## src/rtl/fpga_conf_regs.sv

```systemverilog
// SPI configuration register bank with blanked major-mode switching.
// Optional readback on miso is enabled by defining FPGA_CONF_READBACK_EN.
module fpga_conf_regs #(
    parameter int NREGS       = 4,
    parameter int WIDTH       = 8,
    parameter int HOLDOFF     = 8,
    parameter int SYNC_STAGES = 2
) (
    input  logic                   ck_1356meg,
    input  logic                   rst,
    input  logic                   spck,
    input  logic                   ncs,
    input  logic                   mosi,
    output logic                   miso,
    output logic [NREGS*WIDTH-1:0] conf_flat,
    output logic [NREGS-1:0]       wr_strobe,
    output logic [2:0]             major_mode,
    output logic                   mode_blank,
    output logic                   frame_err
);

    localparam logic [0:0]       RUN   = 1'b0;
    localparam logic [0:0]       BLANK = 1'b1;
    localparam logic [7:0]       HOLD  = 8'(HOLDOFF);
    localparam logic [WIDTH-1:0] RST0  = WIDTH'(7) << (WIDTH - 3);

    logic [SYNC_STAGES-1:0] spck_sync;
    logic [SYNC_STAGES-1:0] ncs_sync;
    logic [SYNC_STAGES-1:0] mosi_sync;
    logic                   spck_q;
    logic                   ncs_q;

    // ncs chain resets low so a frame already in flight cannot fake a fall
    always_ff @(posedge ck_1356meg) begin
        if (rst) begin
            spck_sync <= '0;
            ncs_sync  <= '0;
            mosi_sync <= '0;
            spck_q    <= 1'b0;
            ncs_q     <= 1'b0;
        end else begin
            spck_sync <= {spck_sync[SYNC_STAGES-2:0], spck};
            ncs_sync  <= {ncs_sync[SYNC_STAGES-2:0], ncs};
            mosi_sync <= {mosi_sync[SYNC_STAGES-2:0], mosi};
            spck_q    <= spck_sync[SYNC_STAGES-1];
            ncs_q     <= ncs_sync[SYNC_STAGES-1];
        end
    end

    logic spck_s, ncs_s, mosi_s;
    logic spck_rise, spck_fall, ncs_rise, ncs_fall;

    assign spck_s    = spck_sync[SYNC_STAGES-1];
    assign ncs_s     = ncs_sync[SYNC_STAGES-1];
    assign mosi_s    = mosi_sync[SYNC_STAGES-1];
    assign spck_rise = spck_s & ~spck_q;
    assign spck_fall = ~spck_s & spck_q;
    assign ncs_rise  = ncs_s & ~ncs_q;
    assign ncs_fall  = ~ncs_s & ncs_q;

    logic [15:0] shreg;
    logic [4:0]  bit_cnt;
    logic        armed;

    always_ff @(posedge ck_1356meg) begin
        if (rst) begin
            shreg   <= '0;
            bit_cnt <= '0;
            armed   <= 1'b0;
        end else if (ncs_fall) begin
            bit_cnt <= '0;
            armed   <= 1'b1;
        end else if (ncs_rise) begin
            armed <= 1'b0;
        end else if (armed && spck_rise && !ncs_s) begin
            shreg <= {shreg[14:0], mosi_s};
            if (bit_cnt != 5'd17)
                bit_cnt <= bit_cnt + 5'd1;
        end
    end

    logic [3:0]       cmd;
    logic [NREGS-1:0] wr_next;
    logic             err_next;
`ifdef FPGA_CONF_READBACK_EN
    logic             idx_load;
`endif

    assign cmd = shreg[15:12];

    always_comb begin
        wr_next  = '0;
        err_next = 1'b0;
`ifdef FPGA_CONF_READBACK_EN
        idx_load = 1'b0;
`endif
        if (ncs_rise && armed) begin
            if (bit_cnt != 5'd16) begin
                err_next = 1'b1;
            end else if (cmd == 4'h0) begin
                err_next = 1'b0;
            end else if (cmd == 4'hF) begin
`ifdef FPGA_CONF_READBACK_EN
                if (int'(shreg[3:0]) < NREGS)
                    idx_load = 1'b1;
                else
                    err_next = 1'b1;
`else
                err_next = 1'b1;
`endif
            end else if (int'(cmd) > NREGS) begin
                err_next = 1'b1;
            end else begin
                for (int i = 0; i < NREGS; i++)
                    if (cmd == 4'(i + 1))
                        wr_next[i] = 1'b1;
            end
        end
    end

    logic [WIDTH-1:0] regs [NREGS];

    always_ff @(posedge ck_1356meg) begin
        if (rst) begin
            for (int i = 0; i < NREGS; i++)
                regs[i] <= (i == 0) ? RST0 : '0;
            wr_strobe <= '0;
            frame_err <= 1'b0;
        end else begin
            for (int i = 0; i < NREGS; i++)
                if (wr_next[i])
                    regs[i] <= shreg[WIDTH-1:0];
            wr_strobe <= wr_next;
            frame_err <= err_next;
        end
    end

    for (genvar g = 0; g < NREGS; g++) begin : g_flat
        assign conf_flat[g*WIDTH +: WIDTH] = regs[g];
    end

    logic [0:0] state;
    logic [7:0] blank_cnt;
    logic [2:0] applied;
    logic [2:0] req_mode;
    logic       mode_chg;

    assign req_mode = regs[0][WIDTH-1:WIDTH-3];
    assign mode_chg = wr_strobe[0] && (req_mode != applied);

    // A differing commit during blanking restarts the full interval
    always_ff @(posedge ck_1356meg) begin
        if (rst) begin
            state     <= RUN;
            blank_cnt <= '0;
            applied   <= 3'b111;
        end else begin
            case (state)
                RUN: begin
                    if (mode_chg) begin
                        state     <= BLANK;
                        blank_cnt <= HOLD;
                    end
                end
                BLANK: begin
                    if (mode_chg) begin
                        blank_cnt <= HOLD;
                    end else if (blank_cnt == 8'd0) begin
                        applied <= req_mode;
                        state   <= RUN;
                    end else begin
                        blank_cnt <= blank_cnt - 8'd1;
                    end
                end
                default: state <= RUN;
            endcase
        end
    end

    assign mode_blank = (state == BLANK);
    assign major_mode = (state == BLANK) ? 3'b111 : applied;

    logic unused_bits;
    assign unused_bits = ^{shreg, spck_fall};

`ifdef FPGA_CONF_READBACK_EN
    logic [3:0]  rd_idx;
    logic [15:0] rb_word;
    logic [15:0] out_sr;

    always_comb begin
        rb_word = 16'hF000;
        for (int i = 0; i < NREGS; i++)
            if (rd_idx == 4'(i))
                rb_word = 16'hF000 | 16'(regs[i]);
    end

    always_ff @(posedge ck_1356meg) begin
        if (rst) begin
            rd_idx <= '0;
            out_sr <= '0;
            miso   <= 1'b0;
        end else begin
            if (idx_load)
                rd_idx <= shreg[3:0];
            if (ncs_s) begin
                miso <= 1'b0;
            end else if (ncs_fall) begin
                out_sr <= rb_word;
            end else if (armed && spck_fall) begin
                miso   <= out_sr[15];
                out_sr <= {out_sr[14:0], 1'b0};
            end
        end
    end
`else
    assign miso = 1'b0;
`endif

endmodule
```

## config.mk

```make
export PLATFORM = sky130hd
export DESIGN_NAME = fpga_conf_regs
export DESIGN_NICKNAME = d
export VERILOG_FILES = /design/src/rtl/fpga_conf_regs.sv
export SDC_FILE = /design/constraint.sdc
export NUM_CORES = 1
export LEC_CHECK = 0
export CAP_MARGIN = 5
export CORE_MARGIN = 2
export CORE_UTILIZATION = 30
export CTS_CLUSTER_DIAMETER = 200
export DETAILED_ROUTE_END_ITERATION = 8
export HOLD_SLACK_MARGIN = 0.08
export MAX_ROUTING_LAYER = met4
export PLACE_DENSITY = 0.6
export SLEW_MARGIN = 30
export SYNTH_ARGS = -nofsm -noshare
export SYNTH_HDL_FRONTEND = slang
export SYNTH_SLANG_ARGS = --single-unit
```

## constraint.sdc

```tcl
create_clock -name ck_1356meg -period 3 [get_ports ck_1356meg]
set_input_delay 0.45 -clock ck_1356meg [delete_from_list [all_inputs] [get_ports ck_1356meg]]
set_output_delay 0.45 -clock ck_1356meg [all_outputs]
set_load 0.02 [all_outputs]
```

==> summary.txt, run 1 <==
Run status
  – Run status: finished, final reports clean

Clock tree
  – Num CTS Buffers: 9
  – CTS tree: done
  – # Post-CTS Setup Buffers: 0
  – Sink Count: 79
  – H-tree lvl count: 3
  – Clock-pin slew on the worst setup and hold paths: 0.08 ns
  – Clk root buf: clkbuf_8
  – Cts hold-fix bufs: 0
  – PostCTS Resize Cnt: 0
  – Max clock buf depth: 2
  – Clk_lat worst skew: 0.35 ns

Final layout
  – Ant. Diodes: 0
  – Ratio of cells with drive above 1 in the final layout: 8.71%
  – Fillers: 1010
  – Non-filler cells, final: 492
  – Final Util: 39.0%
  – Sequential cell area: between 1500 and 2000 µm²
  – P&R area growth vs syn: 26.3%
  – Multi-input combinational cell area: ~1200 µm²
  – Nets: about 360

Power
  – Power, Total: 0.00215 W
  – PD cells: approximately 530 nW/µm²
  – Static leakage: 1.36 nW
  – Maximum vdd drop: 0.291 mV

STA
  – Final WS setup: 0.488 ns
  – Worst slew margin: 49.0%
  – Final min period: 2.51 ns
  – Setup TNS: 0 ns
  – Fin. Hold Viols: 0
  – Fmax: 398 MHz
  – Setup violators final: 0
  – Worst Tran Pin Value: 0.758 ns
  – Unrepaired setup endpoints after global routing: false
  – Max Slew Vio Count: 0
  – Period utilization: 83.7%
  – Clock Skews: 0.0120 ns

Flow run
  – Max Cap Viol: 0

Synthesis
  – Post-synth top area cell: edfxtp_1
  – Post-synthesis async set-or-reset flop share: 0%
  – Sequential area share after synthesis: between 50% and 60%
  – Synth Cell Area: 3190 µm²
  – Top cells by count, synth: dfxtp_1 (47), nand2_1 (39), edfxtp_1 (32)
  – Register bit total from synthesis: 79
  – Most common cell in the netlist: dfxtp_1
  – Synth top area cells: edfxtp_1 (30%), dfxtp_1 (30%), nand2_1 (4.6%), nor2_1 (3.7%), nand2b_1 (3.3%)
  – Top FF cell, synth: dfxtp_1
  – Post-synth top area share: 30.2%
  – Post-synth EDFFs: 32
  – Distinct cells, synth: 49
  – Syn nets: between 300 and 400
  – Mapped Cells: 301
  – Mean Syn Cell Area: 10.6 µm²
  – Yosys synthesis warning count: 0

Critical path
  – Worst Setup End Kind: flop
  – Arr. time, crit path: ~2.5 ns
  – Crit Path Max Fanout: 10
  – Critical Path RT: approximately 3.0 ns
  – Setup CP Type: reg -> reg
  – RR Endpoint: regs[0][15]$_SDFFCE_PN0P_
  – CP Launch Type: flop
  – R2R depth: 4
  – FF-to-FF setup slack: 0.49 ns
  – Worst r2r src: bit_cnt[2]$_SDFFE_PP0P_

Place
  – DP HPWL: 4.71 mm
  – Final Wtd Congestion: between 0.8 and 0.9
  – Post-Place Worst Slack: 0.519 ns
  – Port buffer count: 45
  – Placed insts: 476

Worst hold path
  – Hold Path Stages: 2
  – Hold endpoint: shreg[0]$_SDFFE_PP0P_
  – Min-Delay Startpoint: mosi_sync[1]$_SDFF_PP0_
  – Hold Path Class: reg -> reg

Drt
  – Via count: 2206
  – Drt pass-1 iters: 4
  – Final Routed Wirelength: 6.50 mm
  – DR vias/cell: 4.48
  – Post-route DRC: 0
  – DRT antenna net count: 0
  – DRT iter0 DRCs: 160
  – Mean routed wirelength per cell: 13.2 µm

Global routing
  – First-pass GRT wire length: 10.6 mm
  – Largest net degree at the start of global routing: 22
  – Residual overflow from global routing: 0
  – Initial antenna violation count: 0
  – Total Routing Usage GR: 12.4%
  – Vias in the first global route: 2177

Floorplanning
  – Std cell rows: 37
  – # IOs: 47
  – Initial Util: 30.9%
  – Die area: 11500 µm²
  – Placeable Area: 10300 µm²
  – Die X: approximately 110 µm
  – DIE HEIGHT: roughly 110 µm
==> through the flow <==
step / area [µm²] / hold slack [ns]
floorplan: 3190 / 0.414
global placement: 3790 / 0.419
detailed placement: 3790 / 0.428
CTS: 4030 / 0.441
global route: 4030 / 0.461
finish: 4030 / 0.436
==> worst max-delay path, stage by stage, from the launching register on <==
cell      delay (ns)
dfxtp_1         0.36
or3b_1          0.43
or4_4           0.55
or3_1           0.48
nand2b_1        0.36
==> area by class of cell <==
type / instances / share of cell area [%]
Sequential cell: 79 / 47.2
Multi-Input combinational cell: 202 / 29.7
Timing Repair Buffer: 50 / 12.1
Tap cell: 136 / 4.23
Clock buffer: 9 / 3.08
Clock inverter: 7 / 2.77
Inverter: 9 / 0.839
==> cells by family (layout without fill, tap and decap cells) <==
| group | after synthesis | in the layout | synth area share [%] |
|---|---|---|---|
| compound gates | 36 | 36 | 6.79 |
| xor+xnor | 8 | 8 | 2.20 |
| fa+ha+maj | 7 | 7 | 2.75 |
| buf+inv | 20 | 75 | 2.75 |
| flops | 79 | 79 | 59.7 |
| mux | 4 | 4 | 1.26 |
| other cells | 1 | 1 | 0.118 |
| simple gates | 146 | 146 | 24.5 |
==> worst max path at each step <==
| stage | end | start | cells past startpoint | slack (ns) |
|---|---|---|---|---|
| detailed placement | regs[0][14]$_SDFFCE_PN0P_ | bit_cnt[2]$_SDFFE_PP0P_ | 4 | 0.52 |
| CTS | regs[0][15]$_SDFFCE_PN0P_ | bit_cnt[2]$_SDFFE_PP0P_ | 4 | 0.48 |
| global route | regs[0][10]$_SDFFCE_PN0P_ | bit_cnt[2]$_SDFFE_PP0P_ | 4 | 0.38 |
| finish | regs[0][15]$_SDFFCE_PN0P_ | bit_cnt[2]$_SDFFE_PP0P_ | 4 | 0.49 |
| global placement | regs[0][14]$_SDFFCE_PN0P_ | bit_cnt[2]$_SDFFE_PP0P_ | 4 | 0.59 |
| floorplan | regs[0][10]$_SDFFCE_PN0P_ | bit_cnt[2]$_SDFFE_PP0P_ | 5 | 0.72 |
==> routing by layer <==
metal | vias to the layer above | track usage (%) | wire length, µm
met1 | 1040 | 14.7 | 2860
met3 | 7 | 4.32 | 264
met4 | 0 | 3.06 | 40
li1 | 1119 | - | -
met5 | - | - | 0
met2 | 40 | 20.2 | 3340
==> power breakdown <==
group | switching (W) | leakage [nW] | internal [W]
logic | 0.0000492 | 0.546 | 0.0000396
clock network | 0.000373 | 0.117 | 0.000547
registers | 0.00000637 | 0.700 | 0.00113
total | 0.000429 | 1.36 | 0.00172
==> placed cells by master (no fill, tap or decap), drive strengths merged, types with 5 or more instances in the layout <==
cell type | Yosys | layout
buf | 3 | 5
dfxtp | 47 | 47
inv | 9 | 9
nor2 | 31 | 31
nor2b | 9 | 9
nand2 | 39 | 39
nand2b | 17 | 17
xor2 | 5 | 5
clkdlybuf4s50 | 0 | 45
or2 | 5 | 5
edfxtp | 32 | 32
a21oi | 21 | 21
and2 | 15 | 15
ha | 7 | 7
clkbuf | 8 | 9
==> registers in the layout, summed over array words and instances (netlist names), 2 cells and up <==
register	flops
regs	32
blank_cnt	8
applied	3
mosi_sync	2
bit_cnt	5
ncs_sync	2
shreg	16
wr_strobe	4
spck_sync	2
(Power assumes the default switching activity.)
==> inputs of run 2 (changes only) <==
--- a/config.mk
+++ b/config.mk
@@ -12,7 +12,7 @@
 export DETAILED_ROUTE_END_ITERATION = 8
 export HOLD_SLACK_MARGIN = 0.08
 export MAX_ROUTING_LAYER = met4
-export PLACE_DENSITY = 0.6
+export PLACE_DENSITY = 0.62
 export SLEW_MARGIN = 30
 export SYNTH_ARGS = -nofsm -noshare
 export SYNTH_HDL_FRONTEND = slang
==> constraint.sdc (replaced) <==
create_clock -name ck_1356meg -period 2.25 [get_ports ck_1356meg]
set_input_delay 0.3375 -clock ck_1356meg [delete_from_list [all_inputs] [get_ports ck_1356meg]]
set_output_delay 0.3375 -clock ck_1356meg [all_outputs]
set_load 0.02 [all_outputs]
==> summary.txt, run 2 (synthesis results as in run 1) <==
Critical path
  – Arr. time, crit path: 2.23 ns
  – Critical Path RT: 2.30 ns
  – R2R depth: 5
  – Setup CP Type: reg -> reg
  – Crit path buf inv count: 1
  – Max stage delay on crit path: 0.55 ns
  – Worst Setup End Kind: flop
  – Worst r2r src: bit_cnt[4]$_SDFFE_PP0P_
  – CP Launch Type: flop
  – Crit Path Max Fanout: 8
  – Worst path cell trace: or3b_1 > or4_4 > buf_4 > or3_4 > nand2b_4
  – RR Endpoint: regs[0][10]$_SDFFCE_PN0P_
  – Family with the most delay on the worst path: simple AND/OR/NAND/NOR gates
  – FF-to-FF setup slack: 0.07 ns
  – Slowest-stage cell, CP: or4_4

Global routing
  – Initial antenna violation count: 0
  – Residual overflow from global routing: 0
  – Vias in the first global route: 2314
  – Largest net degree at the start of global routing: 28
  – Total Routing Usage GR: about an eighth
  – First-pass GRT wire length: 11.0 mm

Clock tree
  – Clk_lat worst skew: ~0.34 ns
  – CTS tree: done
  – Max clock buf depth: 2
  – Sink Count: 79
  – Clock-pin slew on the worst setup and hold paths: 0.08 ns
  – Num CTS Buffers: 9
  – Clk root buf: clkbuf_8
  – H-tree lvl count: 3

Run status
  – Run status: finished, final reports clean

Power
  – Static leakage: between 1 and 1.5 nW
  – Sequential share of power: 55.7%
  – Switching Share: 21.3%
  – Clock power frac: 39.9%
  – Comb pwr share: 4.4%
  – Int Pwr: 0.00214 W
  – NetSw: 0.000581 W
  – Maximum vdd drop: 0.389 mV
  – PD cells: 658 nW/µm²

Place
  – Port buffer count: 45
  – DP HPWL: 4.73 mm
  – Post-Place Worst Slack: -0.00306 ns
  – Final Wtd Congestion: 0.846

STA
  – Worst slew margin: ~57%
  – Final WS setup: around 0.070 ns
  – Setup violators final: 0
  – Worst Tran Pin Value: 0.633 ns
  – Period utilization: about 97%
  – Fmax: 459 MHz
  – Final min period: 2.18 ns
  – Max Slew Vio Count: 0
  – Fin. Hold Viols: 0
  – Setup TNS: 0 ns
  – Clock Skews: 0.0142 ns

Floorplanning
  – Initial Util: 30.9%
  – Placeable Area: between 10000 and 15000 µm²
  – DIE HEIGHT: 107 µm
  – Std cell rows: 37
  – Die area: 11500 µm²
  – Die X: ~110 µm
  – # IOs: 47

Worst hold path
  – Hold Path Stages: 1
  – Min-Delay Startpoint: ncs_sync[0]$_SDFF_PP0_
  – Hold endpoint: ncs_sync[1]$_SDFF_PP0_
  – Hold Path Class: reg -> reg

Drt
  – DR vias/cell: roughly 4.4
  – DRT iter0 DRCs: roughly 110
  – Mean routed wirelength per cell: 12.9 µm
  – Final Routed Wirelength: 6.52 mm
  – Post-route DRC: 0
  – Drt pass-1 iters: 4
  – Via count: 2242
  – DRT antenna net count: 0

Final layout
  – Largest regs: regs x32, shreg x16, blank_cnt x8
  – Nets: 378
  – Ant. Diodes: 0
  – Ratio of cells with drive above 1 in the final layout: 13.7%
  – P&R area growth vs syn: 29.7%
  – Largest register FFs: 32
  – Largest Register: regs
  – Commonest non-fill, non-tap cell in the layout: dfxtp_1
  – Commonest non-fill, non-tap cells in the layout: dfxtp_1 (47), clkdlybuf4s50_1 (45), nand2_1 (39)

Flow run
  – Max Cap Viol: 0
[run 2: how the worst max path moves through the flow]
stage                                 start                   endpoint  depth (start not counted)
floorplan           bit_cnt[2]$_SDFFE_PP0P_  regs[0][10]$_SDFFCE_PN0P_                          5
global placement    bit_cnt[2]$_SDFFE_PP0P_   regs[0][8]$_SDFFCE_PN0P_                          5
detailed placement  bit_cnt[2]$_SDFFE_PP0P_  regs[0][20]$_SDFFCE_PN0P_                          3
CTS                 bit_cnt[2]$_SDFFE_PP0P_  regs[0][15]$_SDFFCE_PN0P_                          5
global route        bit_cnt[3]$_SDFFE_PP0P_   regs[0][9]$_SDFFCE_PN0P_                          6
finish              bit_cnt[4]$_SDFFE_PP0P_  regs[0][10]$_SDFFCE_PN0P_                          5
[run 2: per-stage QoR]
stage / utilization, % / cell area (µm²) / hold WS [ns] / power (W) / std cells
3_5_place_dp: 37.7 / 3890 / 0.427 / 0.00167 / 489
4_1_cts: 39.8 / 4110 / 0.446 / 0.00275 / 505
3_3_place_gp: 37.7 / 3890 / 0.417 / 0.00167 / 489
2_1_floorplan: - / 3190 / 0.414 / 0.00161 / 301
6_report: 40.0 / 4130 / 0.440 / 0.00272 / 507
5_1_grt: 40.0 / 4130 / 0.463 / 0.00283 / 507
[run 2: power groups by stage]
stage          logic (W)  clock network, W  registers, W
5_1_grt         0.000129           0.00118       0.00152
3_3_place_gp    0.000117                 0       0.00155
4_1_cts         0.000121           0.00112       0.00152
2_1_floorplan  0.0000397                 0       0.00157
3_5_place_dp    0.000119                 0       0.00155
6_report        0.000119           0.00109       0.00152
[run 2: what timing repair did]
item                                    CTS  global route
endpoints found under the setup margin    8            24
hold endpoints to repair                  0             0
resized for setup                         2             3
hold buffers                              0             0
setup buffers                             0             2
cloned                                    0             0
pin swaps                                 0             2
[run 2: final cells by class]
cell class,count,area (µm²)
clock inverter,5,55.1
clock buffer,11,153
inverter,9,33.8
fill,995,6190
timing repair buffer,65,601
sequential,79,1900
multi-input combinational,202,1220
tap,136,170
[run 2: metal layers]
metal / wire, µm / up-vias / share of wire, % / GRT usage [%]
met1: 2950 / 1042 / 45 / 14.3
met2: 3230 / 38 / 50 / 21.2
met3: 218 / 13 / 3.3 / 3.04
li1: - / 1149 / - / -
met5: 0 / - / 0 / -
met4: 119 / 0 / 1.8 / 4.73
